`src/rtl/alu_rr_scheduler.sv`:
```
// alu_rr_scheduler: round-robin sharing of one combinational ALU between NUM_REQ requesters,
// with the tagged result returned over a valid/ready channel.
module alu_rr_scheduler #(
  parameter int NUM_REQ = 4,
  parameter int ID_W    = 2
) (
  input  logic                    clk,
  input  logic                    rst_n,
  input  logic [NUM_REQ-1:0]      req_valid_i,
  input  logic [18*NUM_REQ-1:0]   req_instr_i,
  output logic [NUM_REQ-1:0]      req_ready_o,
  output logic [1:0]              alu_op_o,
  output logic [7:0]              alu_a_o,
  output logic [7:0]              alu_b_o,
  input  logic [15:0]             alu_result_i,
  input  logic                    alu_neg_i,
  output logic                    rsp_valid_o,
  output logic [ID_W-1:0]         rsp_id_o,
  output logic [15:0]             rsp_result_o,
  output logic                    rsp_neg_o,
  input  logic                    rsp_ready_i,
  output logic                    busy_o
);
  typedef enum logic [1:0] {IDLE, EXEC, RESP} state_e;
  localparam logic [ID_W:0]   NR   = (ID_W+1)'(NUM_REQ);
  localparam logic [ID_W-1:0] LAST = ID_W'(NUM_REQ-1);
  state_e state_q, state_d;
  logic [ID_W-1:0] rr_ptr_q, rr_ptr_d, rsp_id_q, rsp_id_d, gnt;
  logic [ID_W:0] idx;
  logic [17:0] instr_q, instr_d;
  logic [15:0] result_q, result_d;
  logic neg_q, neg_d, found, take;
  // Scan from the highest offset down so the requester closest to rr_ptr wins.
  always_comb begin
    gnt = '0;
    found = 1'b0;
    idx = '0;
    for (int k = NUM_REQ-1; k >= 0; k--) begin
      idx = {1'b0, rr_ptr_q} + (ID_W+1)'(k);
      idx = idx >= NR ? idx - NR : idx;
      if (req_valid_i[idx[ID_W-1:0]]) begin
        gnt = idx[ID_W-1:0];
        found = 1'b1;
      end
    end
  end
  always_ff @(posedge clk or negedge rst_n)
    if (!rst_n) state_q <= IDLE;
    else state_q <= state_d;
  always_comb
    state_d = state_q == IDLE ? (found ? EXEC : IDLE) :
              state_q == EXEC ? RESP : (rsp_ready_i ? IDLE : RESP);
  always_comb begin
    take = rst_n && state_q == IDLE && found;
    req_ready_o = take ? {{(NUM_REQ-1){1'b0}}, 1'b1} << gnt : '0;
    busy_o = state_q != IDLE;
    rsp_valid_o = state_q == RESP;
  end
  always_comb begin
    instr_d  = take ? req_instr_i[18*gnt +: 18] : instr_q;
    rsp_id_d = take ? gnt : rsp_id_q;
    rr_ptr_d = take ? (gnt == LAST ? '0 : gnt + 1'b1) : rr_ptr_q;
    result_d = state_q == EXEC ? alu_result_i : result_q;
    neg_d    = state_q == EXEC ? alu_neg_i : neg_q;
  end
  always_ff @(posedge clk or negedge rst_n)
    if (!rst_n) begin
      instr_q  <= '0;
      rsp_id_q <= '0;
      rr_ptr_q <= '0;
      result_q <= '0;
      neg_q    <= 1'b0;
    end else begin
      instr_q  <= instr_d;
      rsp_id_q <= rsp_id_d;
      rr_ptr_q <= rr_ptr_d;
      result_q <= result_d;
      neg_q    <= neg_d;
    end
  assign {alu_op_o, alu_a_o, alu_b_o} = instr_q;
  assign rsp_id_o     = rsp_id_q;
  assign rsp_result_o = result_q;
  assign rsp_neg_o    = neg_q;
endmodule

```
`config.mk`:
```
export PLATFORM = sky130hd
export DESIGN_NAME = alu_rr_scheduler
export DESIGN_NICKNAME = d
export VERILOG_FILES = /design/src/rtl/alu_rr_scheduler.sv
export SDC_FILE = /design/constraint.sdc
export NUM_CORES = 1
export LEC_CHECK = 0
export CAP_MARGIN = 20
export CORE_AREA = 2 2 85 87
export DETAILED_ROUTE_END_ITERATION = 12
export DIE_AREA = 0 0 87 89
export MAX_ROUTING_LAYER = met4
export PLACE_DENSITY = 0.73
export SETUP_SLACK_MARGIN = 0.4
export SYNTH_ARGS = -nofsm -noshare
export SYNTH_HDL_FRONTEND = slang
export SYNTH_SLANG_ARGS = --single-unit
```
`constraint.sdc`:
```
create_clock -name clk -period 2 [get_ports clk]
set_input_delay 0.4 -clock clk [delete_from_list [all_inputs] [get_ports clk]]
set_output_delay 0.4 -clock clk [all_outputs]
set_load 0.05 [all_outputs]
```
==> out/qor.log <==
INFO  status         run_status=finished, violations left
INFO  status         violations=negative setup slack
INFO  floorplanning  ports=139
INFO  hold_path      hp-class=in2async
INFO  logic_synthesis synth_cell_types=33
INFO  cells_and_area syn_to_final_growth=88.1%
INFO  logic_synthesis synth.most_common_cell=sky130_fd_sc_hd__dfrtp_1
INFO  sta            report.final.setup_viol=15
INFO  cells_and_area layout-drive-gt1-share=33.7%
INFO  placement      dpl.cell_count=426
INFO  detailed_routing first_pass_iteration_count_of_the_detailed_router=4
INFO  cells_and_area fin_util=63.2%
INFO  logic_synthesis postSynthCellCount=202
INFO  logic_synthesis synthesis.area_per_instance=11.2squm
INFO  logic_synthesis synth.cells.most_frequent=41 x sky130_fd_sc_hd__dfrtp_1, 21 x sky130_fd_sc_hd__a21oi_1, 18 x sky130_fd_sc_hd__a221o_1, 18 x sky130_fd_sc_hd__nand3_1, 18 x sky130_fd_sc_hd__o21ai_0
INFO  logic_synthesis synthArstFlopShare=100%
INFO  logic_synthesis synth.net_count=299
INFO  global_route   grt_usage=20.4%
INFO  cells_and_area instances_no_fill=448
INFO  setup_path     worstPathArrival=1.75ns
INFO  detailed_routing route.detailed.wl_per_inst=17.4microns
INFO  logic_synthesis ys.warnings.count=0
INFO  setup_path     worstSetupEndpointType=output pin
INFO  clock_tree     tritoncts=done
INFO  power_and_ir_drop seq_power_share=23.4%
INFO  cells_and_area insertedDiodeCount=0
INFO  power_and_ir_drop clock_power_share=10.2%
INFO  floorplanning  floorplan.die_area=7740squm
INFO  placement      dpl.hpwl=5680microns
INFO  clock_tree     clk-insertion-delay-late=0.29ns
INFO  sta            grt_setup_unrepaired=true
INFO  logic_synthesis synth_edf_count=0
INFO  power_and_ir_drop switchingPower=0.00303W
INFO  logic_synthesis synth_xor_xnor_area_share=0%
INFO  sta            fin_crit=2.15ns
INFO  logic_synthesis yosys.area_share.simple=10.8%
INFO  placement      placement.io_buffers=138
INFO  clock_tree     clock-root-buffer=sky130_fd_sc_hd__clkbuf_8
INFO  power_and_ir_drop internal-power=0.00333W
INFO  sta            number_of_pins_exceeding_their_max_slew_limit_in_the_final_report=0
INFO  clock_tree     cts-root-to-sink-buffers=2
INFO  placement      finalWeightedCongestion=0.793
INFO  cells_and_area sequential_cell_area_in_the_final_layout=1030squm
INFO  sta            fmax=464MHz
INFO  sta            hold-worst-slack=0.183ns
INFO  logic_synthesis synth_compound_gate_area_share=19.7%
INFO  sta            hold_violations=0
INFO  global_route   grt_start_max_net_pins=42
INFO  power_and_ir_drop peakVddDrop=646uV
INFO  setup_path     ff2ff_setup_slack=-0.11ns
INFO  logic_synthesis synth_top_family_by_area=multiplexers
INFO  floorplanning  initial_utilization=33.6%
INFO  clock_tree     cts.hold.buffers_added=0
INFO  clock_tree     clkTransAtPathRegs=0.08ns
INFO  floorplanning  die_y=89microns
INFO  global_route   global_route.overflow_total=0
INFO  sta            layout_worst_path_cycle_share=108%
INFO  cells_and_area multi_input_gate_area_in_the_final_layout=1270squm
INFO  global_route   grt_first_pass_wirelength=12000microns
INFO  logic_synthesis cell_taking_the_most_area_after_synthesis=sky130_fd_sc_hd__dfrtp_1
INFO  setup_path     timing_worst_setup_path_type=reg2out
INFO  power_and_ir_drop design_power_total=0.00636W
INFO  logic_synthesis synth_top_cells_by_area=sky130_fd_sc_hd__dfrtp_1 45%, sky130_fd_sc_hd__mux2_4 11%, sky130_fd_sc_hd__mux2_2 8.5%, sky130_fd_sc_hd__a221o_1 8.0%, sky130_fd_sc_hd__a21oi_1 4.7%
INFO  run            maxCapViolations=0
INFO  setup_path     regToRegStartpoint=rr_ptr_q[1]
INFO  setup_path     worst_r2r_path_depth=8
INFO  power_and_ir_drop sw_share=47.6%
INFO  logic_synthesis synth_seq_area_share=45.5%
INFO  detailed_routing ant_nets=0
INFO  setup_path     req_time_crit_path=1.60ns
INFO  sta            setup_ws_post_layout=-0.153ns
INFO  power_and_ir_drop power_per_cell_area=1500nW/um^2
INFO  detailed_routing post-route-drc-count=0
INFO  logic_synthesis synth_area=2260squm
INFO  cells_and_area num-nets-final=465
INFO  logic_synthesis yosys_register_bits=41
INFO  floorplanning  core_area=6720squm
INFO  setup_path     timing.critical_path.from_type=flip-flop
INFO  cells_and_area n_fill_cell=545
INFO  logic_synthesis synth.area.mux_share=20.1%
INFO  power_and_ir_drop static-leakage-power=1.85nW
INFO  detailed_routing count_of_vias_placed_by_the_detailed_router=2368
INFO  setup_path     critical_path.reg2reg.endpoint=instr_q[17]
INFO  power_and_ir_drop combinational_group_share_of_total_power=66.4%
INFO  setup_path     worst-path-max-fanout=7
INFO  sta            finClkSkew=0.00662ns
INFO  logic_synthesis synth_fa_ha_area_share=0.554%
INFO  global_route   antenna_found_initial=0
INFO  detailed_routing sum_of_routed_wire_length_over_all_layers=7800microns
INFO  detailed_routing dr.first_iter.drc_count=127
INFO  sta            worst_slew_pin_slew=0.522ns
INFO  logic_synthesis ys_dominant_reg_cell=sky130_fd_sc_hd__dfrtp_1
INFO  clock_tree     tritoncts_num_sinks=41
INFO  detailed_routing routed_via_density=5.29
INFO  floorplanning  floorplan.die.width=87microns
INFO  logic_synthesis synth_largest_type_area_fraction=45.5%
INFO  global_route   first_global_vias=2565
INFO  sta            slew_headroom=65.2%
INFO  floorplanning  std_cell_rows=30
INFO  clock_tree     htreeDepth=2
INFO  clock_tree     cts_bufs_inserted=5
==> cells in the final DEF, fill, tap and decap left out, drive strengths merged <==
cell type,count
nor3,1
nor2b,1
inv,1
nand3,18
clkdlybuf4s15,13
o21a,1
mux2,35
a221o,18
clkdlybuf4s50,90
a21boi,1
buf,41
nand2b,4
and2,2
dlygate4sd2,11
a21o,1
nor2,6
dfrtp,41
a21oi,21
and3b,1
or4,1
or2,1
o21ai,20
a31o,1
and3,1
a211oi,1
bufinv,1
ha,1
nor3b,2
a31oi,1
clkinv,1
nand2,7
clkbuf,23
==> worst max path at each step <==
stage	startpoint	end	slack [ns]	depth (start not counted)
2_1_floorplan	rr_ptr_q[1]	req_ready_o[3]	-0.002	7
6_report	rr_ptr_q[1]	req_ready_o[3]	-0.15	7
3_5_place_dp	req_valid_i[1]	instr_q[13]	-0.54	9
5_1_grt	rr_ptr_q[1]	req_ready_o[3]	-0.22	7
4_1_cts	rr_ptr_q[1]	req_ready_o[3]	-0.17	7
3_3_place_gp	req_valid_i[1]	instr_q[8]	-0.42	7
==> registers in the layout, indices dropped and copies added (netlist names) <==
register      count
instr_q          18
state_q           2
rsp_neg_o         1
rr_ptr_q          2
rsp_id_o          2
rsp_result_o     16
==> worst max-delay path, cell delays in order, from the launching register on <==
cell	delay, ns
sky130_fd_sc_hd__dfrtp_2	0.46
sky130_fd_sc_hd__and3b_2	0.24
sky130_fd_sc_hd__a31oi_4	0.18
sky130_fd_sc_hd__nand2_4	0.11
sky130_fd_sc_hd__inv_8	0.06
sky130_fd_sc_hd__ha_4	0.10
sky130_fd_sc_hd__and3_4	0.18
sky130_fd_sc_hd__buf_12	0.13
==> cell families after synthesis <==
logic type / count (synthesis)
flops: 41
mux: 35
compound gates: 65
fa+ha+maj: 1
simple gates: 45
buf+inv: 15
==> through the flow <==
step                      setup TNS (ns)  instance area [sq um]  setup slack (ns)
final                              -1.33                   4250            -0.153
after global routing               -2.35                   4250            -0.218
after CTS                         -0.804                   4150            -0.170
after detailed placement          -10.77                   3940            -0.537
after global placement             -9.20                   3940            -0.425
after floorplan                 -0.00246                   2330          -0.00246
==> power groups by stage <==
stage | combinational, W | sequential [W] | clock [W]
global placement | 0.00402 | 0.00147 | 0
CTS | 0.00410 | 0.00147 | 0.000659
finish | 0.00423 | 0.00149 | 0.000647
detailed placement | 0.00409 | 0.00149 | 0
global route | 0.00446 | 0.00153 | 0.000697
floorplan | 0.00142 | 0.00273 | 0
==> area by class of cell <==
cell class / count / area share [%]
Multi-Input combinational cell: 146 / 29.9
Sequential cell: 41 / 24.2
Clock inverter: 2 / 0.825
Inverter: 1 / 0.265
Clock buffer: 5 / 1.62
Tap cell: 80 / 2.36
Timing Repair Buffer: 173 / 40.8
==> routing by layer <==
metal  up-vias  track usage [%]  share of wire [%]
met1      1137             24.2                 41
li1       1095                -                  -
met4         0             4.55               0.76
met5         -                -                  0
met2       129             36.7                 51
met3         7             3.05                7.6
==> repair_timing <==
item,4_1_cts,5_1_grt
setup buffers,10,3
pin swaps,10,13
gates cloned,0,2
resized for setup,67,55
endpoints found under the setup margin,63,53
Note: power is estimated with default switching activity, not from simulation.
